File: config.mk
export PLATFORM = sky130hd
export DESIGN_NAME = complex_freq_shifter
export DESIGN_NICKNAME = d
export VERILOG_FILES = /design/src/rtl/complex_freq_shifter.sv
export SDC_FILE = /design/constraint.sdc
export NUM_CORES = 2
export LEC_CHECK = 0
export CAP_MARGIN = 20
export CORE_UTILIZATION = 66
export DETAILED_ROUTE_END_ITERATION = 8
export HOLD_SLACK_MARGIN = 0.15
export PLACE_DENSITY = 0.88
export SLEW_MARGIN = 30
export SYNTH_ARGS = -nofsm -noshare
export SYNTH_HDL_FRONTEND = slang
export SYNTH_SLANG_ARGS = --single-unit
File: constraint.sdc
create_clock -name M100CLK -period 17.75 [get_ports M100CLK]
set_input_delay 5.325 -clock M100CLK [delete_from_list [all_inputs] [get_ports M100CLK]]
set_output_delay 5.325 -clock M100CLK [all_outputs]
set_load 0.05 [all_outputs]
File: src/rtl/complex_freq_shifter.sv
// complex_freq_shifter
//   Streaming complex mixer that rotates an offset-binary I/Q stream by an
//   external NCO phasor (cos/sin). It can shift up or down, bypass or mute,
//   and the mode is selected per sample. There is a 4-stage pipeline with no
//   backpressure:
//     S1  register the converted inputs, the coefficients and the mode
//     S2  form the four partial products
//     S3  full-width sum/difference (DW+CW+1 bits, cannot overflow)
//     S4  round-half-up shift by SHIFT, then saturate to OW bits
//
// Ports
//   M100CLK             sole clock, rising edge
//   reset               asynchronous, active-high
//   in_valid            strobe qualifying i, q, cos, sin, mode
//   i, q     [DW-1:0]   offset-binary samples
//   cos, sin [CW-1:0]   two's-complement NCO outputs
//   mode     [1:0]      00 bypass, 01 up-shift, 10 down-shift, 11 mute
//   sat_clear           synchronous clear of sat_count
//   i_shifted, q_shifted [OW-1:0]  shifted samples (held between valids)
//   out_valid           qualifies i_shifted/q_shifted
//   sat_flag            current output sample saturated on either channel
//   sat_count [15:0]    saturating count of saturated output samples
module complex_freq_shifter #(
  parameter int DW    = 16,
  parameter int CW    = 17,
  parameter int OW    = 32,
  parameter int SHIFT = 0
) (
  input  logic          M100CLK,
  input  logic          reset,
  input  logic          in_valid,
  input  logic [DW-1:0] i,
  input  logic [DW-1:0] q,
  input  logic [CW-1:0] cos,
  input  logic [CW-1:0] sin,
  input  logic [1:0]    mode,
  input  logic          sat_clear,
  output logic [OW-1:0] i_shifted,
  output logic [OW-1:0] q_shifted,
  output logic          out_valid,
  output logic          sat_flag,
  output logic [15:0]   sat_count
);

  typedef enum logic [1:0] {
    MODE_BYPASS = 2'b00,
    MODE_UP     = 2'b01,
    MODE_DOWN   = 2'b10,
    MODE_MUTE   = 2'b11
  } mode_e;

  localparam int PW = DW + CW;          // product width
  localparam int SW = PW + 1;           // sum width, headroom for one add
  localparam int RW = SW + 1;           // room for the rounding constant
  localparam int XW = (RW > OW) ? RW : OW;

  localparam logic signed [RW-1:0] RND_HALF =
    (SHIFT > 0) ? (RW'(1) <<< ((SHIFT > 0) ? SHIFT - 1 : 0)) : '0;
  localparam logic signed [XW-1:0] SAT_MAX = {{(XW-OW+1){1'b0}}, {(OW-1){1'b1}}};
  localparam logic signed [XW-1:0] SAT_MIN = {{(XW-OW+1){1'b1}}, {(OW-1){1'b0}}};

  // Pipeline valid bits
  logic r1_valid, r2_valid, r3_valid;

  // S1
  logic signed [DW-1:0] r1_i, r1_q;
  logic signed [CW-1:0] r1_cos, r1_sin;
  mode_e                r1_mode;
  // S2
  logic signed [PW-1:0] r2_ic, r2_qs, r2_is, r2_qc;
  mode_e                r2_mode;
  // S3
  logic signed [SW-1:0] r3_i, r3_q;
  // S4 / outputs
  logic [OW-1:0] r_i_out, r_q_out;
  logic          r_out_valid, r_sat_flag;
  logic [15:0]   r_sat_count;

  // Operands widened to product width so that the multiply is done at full width
  logic signed [PW-1:0] w_i_ext, w_q_ext, w_cos_ext, w_sin_ext;
  assign w_i_ext   = PW'(r1_i);
  assign w_q_ext   = PW'(r1_q);
  assign w_cos_ext = PW'(r1_cos);
  assign w_sin_ext = PW'(r1_sin);

  // NOTE: Only the valid bits and the visible outputs have a reset. Datapath
  // registers are qualified by their valid bit, so their reset value is never
  // observed.
  always_ff @(posedge M100CLK or posedge reset) begin
    if (reset) begin
      r1_valid <= 1'b0;
      r2_valid <= 1'b0;
      r3_valid <= 1'b0;
    end else begin
      r1_valid <= in_valid;
      r2_valid <= r1_valid;
      r3_valid <= r2_valid;
    end
  end

  // S1: flipping the MSB turns offset binary into two's complement.
  always_ff @(posedge M100CLK) begin
    if (in_valid) begin
      r1_i    <= {~i[DW-1], i[DW-2:0]};
      r1_q    <= {~q[DW-1], q[DW-2:0]};
      r1_cos  <= cos;
      r1_sin  <= sin;
      r1_mode <= mode_e'(mode);
    end
  end

  // S2: bypass places the scaled samples in the ic/qc slots and zeros the
  // cross terms. S3 can then use the up-shift sum for bypass and for mute.
  always_ff @(posedge M100CLK) begin
    if (r1_valid) begin
      r2_mode <= r1_mode;
      case (r1_mode)
        MODE_UP, MODE_DOWN: begin
          r2_ic <= w_i_ext * w_cos_ext;
          r2_qs <= w_q_ext * w_sin_ext;
          r2_is <= w_i_ext * w_sin_ext;
          r2_qc <= w_q_ext * w_cos_ext;
        end
        MODE_BYPASS: begin
          r2_ic <= w_i_ext <<< (CW - 1);
          r2_qs <= '0;
          r2_is <= '0;
          r2_qc <= w_q_ext <<< (CW - 1);
        end
        default: begin
          r2_ic <= '0;
          r2_qs <= '0;
          r2_is <= '0;
          r2_qc <= '0;
        end
      endcase
    end
  end

  // S3: full-width sum/difference
  always_ff @(posedge M100CLK) begin
    if (r2_valid) begin
      if (r2_mode == MODE_DOWN) begin
        r3_i <= SW'(r2_ic) + SW'(r2_qs);
        r3_q <= SW'(r2_qc) - SW'(r2_is);
      end else begin
        r3_i <= SW'(r2_ic) - SW'(r2_qs);
        r3_q <= SW'(r2_is) + SW'(r2_qc);
      end
    end
  end

  // S4: round half up, arithmetic shift, then clamp. The MSB of the
  // saturated value is the saturation flag.
  function automatic logic [OW:0] round_sat(input logic signed [SW-1:0] x);
    logic signed [RW-1:0] rounded;
    logic signed [XW-1:0] wide;
    rounded = (RW'(x) + RND_HALF) >>> SHIFT;
    wide    = XW'(rounded);
    if (wide > SAT_MAX)      return {1'b1, SAT_MAX[OW-1:0]};
    else if (wide < SAT_MIN) return {1'b1, SAT_MIN[OW-1:0]};
    else                     return {1'b0, wide[OW-1:0]};
  endfunction

  logic [OW:0] w_sat_i, w_sat_q;
  assign w_sat_i = round_sat(r3_i);
  assign w_sat_q = round_sat(r3_q);

  always_ff @(posedge M100CLK or posedge reset) begin
    if (reset) begin
      r_i_out     <= '0;
      r_q_out     <= '0;
      r_out_valid <= 1'b0;
      r_sat_flag  <= 1'b0;
      r_sat_count <= '0;
    end else begin
      r_out_valid <= r3_valid;
      if (r3_valid) begin
        r_i_out    <= w_sat_i[OW-1:0];
        r_q_out    <= w_sat_q[OW-1:0];
        r_sat_flag <= w_sat_i[OW] | w_sat_q[OW];
      end else begin
        r_sat_flag <= 1'b0;
      end
      // A saturated sample is counted in the cycle it is presented. When
      // sat_clear arrives in the same cycle, the clear wins.
      if (sat_clear)
        r_sat_count <= '0;
      else if (r_out_valid && r_sat_flag && (r_sat_count != 16'hFFFF))
        r_sat_count <= r_sat_count + 16'd1;
    end
  end

  assign i_shifted = r_i_out;
  assign q_shifted = r_q_out;
  assign out_valid = r_out_valid;
  assign sat_flag  = r_sat_flag;
  assign sat_count = r_sat_count;

endmodule

Word level (Yosys, flattened, before mapping)
Cells that the tools add are included.
{ "classes": {"addsub": 5, "multipliers": 4, "n_lt_le_gt_ge": 4, "eq_ne": 4, "mux": 11, "bitwise_logic": 3, "n_reduce_logical": 5} }
{ "op_table": {"columns": ["operator", "n"], "rows": [
  ["$mul 16x17->33", 4],
  ["$mux 33", 4],
  ["$pmux 33 s2", 2],
  ["$add 33x33->34", 2],
  ["$gt 34x32->1 const B", 2],
  ["$lt 34x32->1 const B", 2],
  ["$mux 34", 2],
  ["$sub 33x33->34", 2],
  ["$mux 16", 2],
  ["$add 16x1->16 const B", 1],
  ["$ne 16x16->1 const B", 1],
  ["$eq 2x2->1 const B", 2],
  ["$eq 2x1->1 const B", 1],
  ["$logic_and 1x1->1", 2],
  ["$logic_not 2->1", 1],
  ["$not 1->1", 2],
  ["$reduce_bool 2->1", 1],
  ["$reduce_or 2->1", 1],
  ["$mux 1", 1],
  ["$or 1x1->1", 1]
]} }
{ "word_totals": {"regBits": 355, "input_bits": 72, "out_inout_bits": 82, "elab_cells": 56} }

Logic depth before layout (Yosys ltp)
{ "logic_depth": {"word_depth": 5, "mapped_depth": 26, "ltp_nobuf": 24} }

Worst setup path before layout
No wires, ideal clock.
{ "synth_path": {"kind": "reg-to-reg", "from": "register r1_q[2]", "to": "register r2_qc[32], data pin", "setup_time_ns": 0.264, "t_arrival_ns": 6.106, "t_required_ns": 17.486, "path_slack_ns": 11.380, "stages_incl_launch_ff": 25, "path_buffers": 3, "synth_period_minus_slack_ns": 6.370, "cell_sequence": "edfxtp_1 -> clkbuf_1 -> clkbuf_1 -> nand2_1 -> inv_1 -> fa_1 -> fa_1 -> fa_1 -> fa_1 -> fa_1 -> inv_1 -> fa_1 -> inv_1 -> ha_1 -> clkbuf_1 -> a21o_1 -> a21o_1 -> a21o_1 -> a21o_1 -> a21oi_1 -> o21ai_0 -> a21o_1 -> a21oi_1 -> xnor2_1 -> o21ai_1"} }
{ "synth_between": {"elab_chain_cells": 2} }
{ "synth_lines": {"columns": ["item", "line_no", "source"], "rows": [
  ["start, declared", "66", "logic signed [DW-1:0] r1_i, r1_q;"],
  ["start signal, assigned", "105", "r1_q <= {~q[DW-1], q[DW-2:0]};"],
  ["$mul 16x17->33", "122", "r2_qc <= w_q_ext * w_cos_ext;"],
  ["$pmux 33 s2", "117", "case (r1_mode)"],
  ["end signal, assigned", "122", null],
  ["end signal, assigned", "128", "r2_qc <= w_q_ext <<< (CW - 1);"],
  ["end, declared", "70", "logic signed [PW-1:0] r2_ic, r2_qs, r2_is, r2_qc;"]
]} }
Every way passes these cells.
A chain may end at the register's enable or synchronous reset.

Worst setup path in the final report
{ "layout_path": {"from": "register r1_i[1]", "to": "register r2_ic[31], data pin"} }
{ "layout_between": {"elab_chain_cells": 2} }
{ "layout_lines": {"columns": ["item", "line_no", "source"], "rows": [
  ["start, declared", "66", null],
  ["start signal, assigned", "104", "r1_i <= {~i[DW-1], i[DW-2:0]};"],
  ["$mul 16x17->33", "119", "r2_ic <= w_i_ext * w_cos_ext;"],
  ["$pmux 33 s2", "117", null],
  ["end signal, assigned", "119", null],
  ["end signal, assigned", "125", "r2_ic <= w_i_ext <<< (CW - 1);"],
  ["end, declared", "70", null]
]} }
Every way passes these cells.

==> flow_summary.yaml <==
setup_path:
  crit_slowest_cell: "fa_1"
  max_stage_delay_ps: 920
  r2r_slack_ps: 9890
  cp-end-kind: "register"
  cp.arrival_ps: 8230
  r2r_start: "r1_i[1]"
  r2r-end: "r2_ic[31]"
  worst_path_most_repeated_cell: "fa_1"
  path_max_fanout: 35
  worstPathRequired_ps: 18120
  r2r_cells: 21
  crit_chain: "buf_4 > nand2_1 > inv_1 > fa_1 > fa_1 > fa_1 > fa_1 > fa_1 > inv_1 > fa_1 > inv_1 > ha_1 > nand3_1 > nor3_1 > a221oi_1 > o21ai_0 > inv_1 > a21boi_0 > o21ai_0 > xor2_1 > o21ai_0"
  crit_type: "reg -> reg"
  startpoint_type: "register"
clock_network:
  cts-buffers-inserted: 45
  cts_num_sinks: 355
  cts_tree: "done"
  clk_pin_slew_ps: 60
  cts-hold-fix-buffers: 0
  clock_latency_ps: 630
  clk_path_buf_depth: 3
  post_cts_resized: 0
  cts_setup_buffers: 0
  h-tree-depth: 2
  root_buffer: "clkbuf_16"
run:
  max-cap-violations: 0
global_route:
  antenna_found_initial: 6
  grt_pass1_vias: 45977
  grt_max_degree: 86
  grt_pass1_wl_mm: 240.9
  overflow: 0
  grtUsageTotal_pct: 34.49
route:
  viasPerCell: 5.894
  drtPass1Iterations: 7
  routed_wl_mm: 147.6
  ant_nets: 0
  drc: 0
  drt-initial-drc-count: 3843
  vias: 42760
  wl_per_cell_um: 20.34
placed_design:
  gp_congestion: 1.012
  place_hpwl_mm: 110.1
  dpl_cell_area_mm2: 0.06092
  portBuffers: 153
final_layout:
  regArea_mm2: 0.01024
  drive_gt1_share_pct: 3.067
  finalNetCount: 7650
  final_area_mm2: 0.06242
  multi_input_area_mm2: 0.04212
  synthToLayoutAreaGrowth_pct: 7.081
  n_fill_cell: 6031
timing:
  fin_crit_ps: 7860
  hold_viol_final: 0
  slew_viol_final: 0
  fmax_mhz: 127.2
  tns_ps: 0
  fin_crit_sh_pct: 44.28
  finClkSkew_ps: 24.57
  maxSlewHeadroom_pct: 35.98
  tightestPinTransition_ps: 960.3
  rsz0062_at_grt: "no"
  setup_viol: 0
synth:
  synthCells: 6055
  yosys_warnings: 0
  synth_cell_types: 79
  syn_nets: 7640
  synth_edf_count: 270
  synth_flop_cell: "edfxtp_1"
  syn_area_mm2: 0.05830
  synthArstFlopShare_pct: 23.94
  ys_seq_elements: 355
  syn_avg_cell_area_um2: 9.628
  yosysSeqAreaShare_pct: 17.56
floorplanning:
  core_area_mm2: 0.08716
  initial_core_util_pct: 66.88
  die_w_um: 299.2
  die_area_mm2: 0.08952
  ios: 154
  num_rows: 108
  die_h_um: 299.2
outcome:
  status: "finished clean"
min_path:
  min_from: "r3_i[13]"
  whs_path_depth: 2
  min_to: "i_shifted[13]"
  hold_path.class: "reg -> reg"
worst max path at each step:
stage,to,depth (start not counted),startpoint,slack [ps]
after global routing,r2_ic[31],21,r1_i[1],9860
after detailed placement,r2_qs[32],21,r1_q[1],10300
after global placement,r2_qs[32],23,r1_q[1],10520
after floorplan,i_shifted[0],1,reset,10230
after CTS,r2_qs[32],21,r1_q[1],10270
final,r2_ic[31],21,r1_i[1],9890
placed cells by master (no fill, tap or decap), types with 9 or more instances in the layout:
cell,count
inv_1,1323
fa_1,1106
nand2_1,647
and2_1,550
ha_1,406
edfxtp_1,270
nor2_1,232
xnor2_1,166
a21oi_1,162
clkdlybuf4s50_1,152
xor2_1,99
o21ai_0,93
a21o_1,88
dfrtp_1,82
buf_4,77
o22ai_1,68
nand2b_1,53
nor3_1,49
clkbuf_16,49
nand3_1,39
and3_1,32
o21a_1,26
a31oi_1,24
o21bai_1,24
nor2b_1,20
o21ai_1,17
or3_1,16
nand4_1,16
o211ai_1,11
o31ai_1,10
a211o_1,9
a211oi_1,9
worst max-delay path: cells and delay by family (launching register included):
| family | cells | cell delay [ps] |
|---|---|---|
| DFF | 1 | 340 |
| buffers and inverters | 5 | 790 |
| and+or+nand+nor | 3 | 850 |
| AOI/OAI and AO/OA | 5 | 1370 |
| xor gates and xnor gates | 1 | 250 |
| adders and majority gates | 7 | 3960 |
registers in the layout, indices dropped and copies added, names as in the netlist:
register	count
r3_i	34
sat_count	16
r1_mode	2
r2_qs	33
r2_is	33
r1_cos	17
r2_mode	2
r1_valid	1
r1_i	16
q_shifted	32
r2_valid	1
sat_flag	1
i_shifted	32
out_valid	1
r3_q	34
r2_qc	33
r3_valid	1
r1_q	16
r1_sin	17
r2_ic	33
layout make-up:
type / count / area share, %
Antenna cell: 2 / 0.008017
Clock inverter: 24 / 0.3508
Timing Repair Buffer: 232 / 3.444
Tap cell: 1155 / 2.315
Multi-Input combinational cell: 4107 / 67.48
Inverter: 1324 / 7.963
Clock buffer: 56 / 2.038
Sequential cell: 355 / 16.41
Yosys cell counts (11+ instances only):
| library cell | count | area share [%] |
|---|---|---|
| and3_1 | 32 | 0.34 |
| xor2_1 | 99 | 1.5 |
| nand2b_1 | 55 | 0.59 |
| nand3_1 | 39 | 0.33 |
| and2_1 | 550 | 5.9 |
| nor3_1 | 49 | 0.42 |
| xnor2_1 | 166 | 2.5 |
| a21oi_1 | 162 | 1.4 |
| or3_1 | 16 | 0.17 |
| a31oi_1 | 24 | 0.26 |
| o211ai_1 | 11 | 0.14 |
| dfrtp_1 | 85 | 3.6 |
| nand4_1 | 16 | 0.17 |
| edfxtp_1 | 270 | 14 |
| nor2b_1 | 22 | 0.24 |
| a21o_1 | 88 | 1.1 |
| o21ai_1 | 17 | 0.15 |
| fa_1 | 1106 | 38 |
| ha_1 | 407 | 8.7 |
| o21ai_0 | 93 | 0.80 |
| inv_1 | 1324 | 8.5 |
| nand2_1 | 649 | 4.2 |
| o21bai_1 | 24 | 0.31 |
| clkbuf_1 | 262 | 1.7 |
| o22ai_1 | 68 | 0.73 |
| nor2_1 | 234 | 1.5 |
| o21a_1 | 26 | 0.33 |
cells by family after synthesis:
kind of cell | after synthesis | synth area share (%)
mux | 7 | 0.1266
xor+xnor | 265 | 3.981
buf+inv | 1593 | 10.26
compound gates | 617 | 6.881
flops | 355 | 17.56
simple gates | 1705 | 14.48
fa+ha+maj | 1513 | 46.72
per-layer routing:
metal  vias to the layer above  track usage [%]  wire [um]
li1                      18524                -          -
met1                     21341            44.52      54140
met2                      2378            55.28      68560
met3                       507            7.226      15610
met4                        10            18.05       9217
met5                         -                0         69
per-stage QoR:
step           cells  utilization [%]  worst slack [ps]  hold slack, ps
2_1_floorplan   6055                -             10230           409.2
3_3_place_gp    7172            69.84             10520           473.9
3_5_place_dp    7173            69.89             10300           485.1
4_1_cts         7253            71.60             10270           502.0
5_1_grt         7253            71.62              9858           514.2
6_report        7255            71.62              9890           501.0
Power is not shown: default switching activity piles up to over one toggle a cycle in this logic, so the estimate is an artifact.
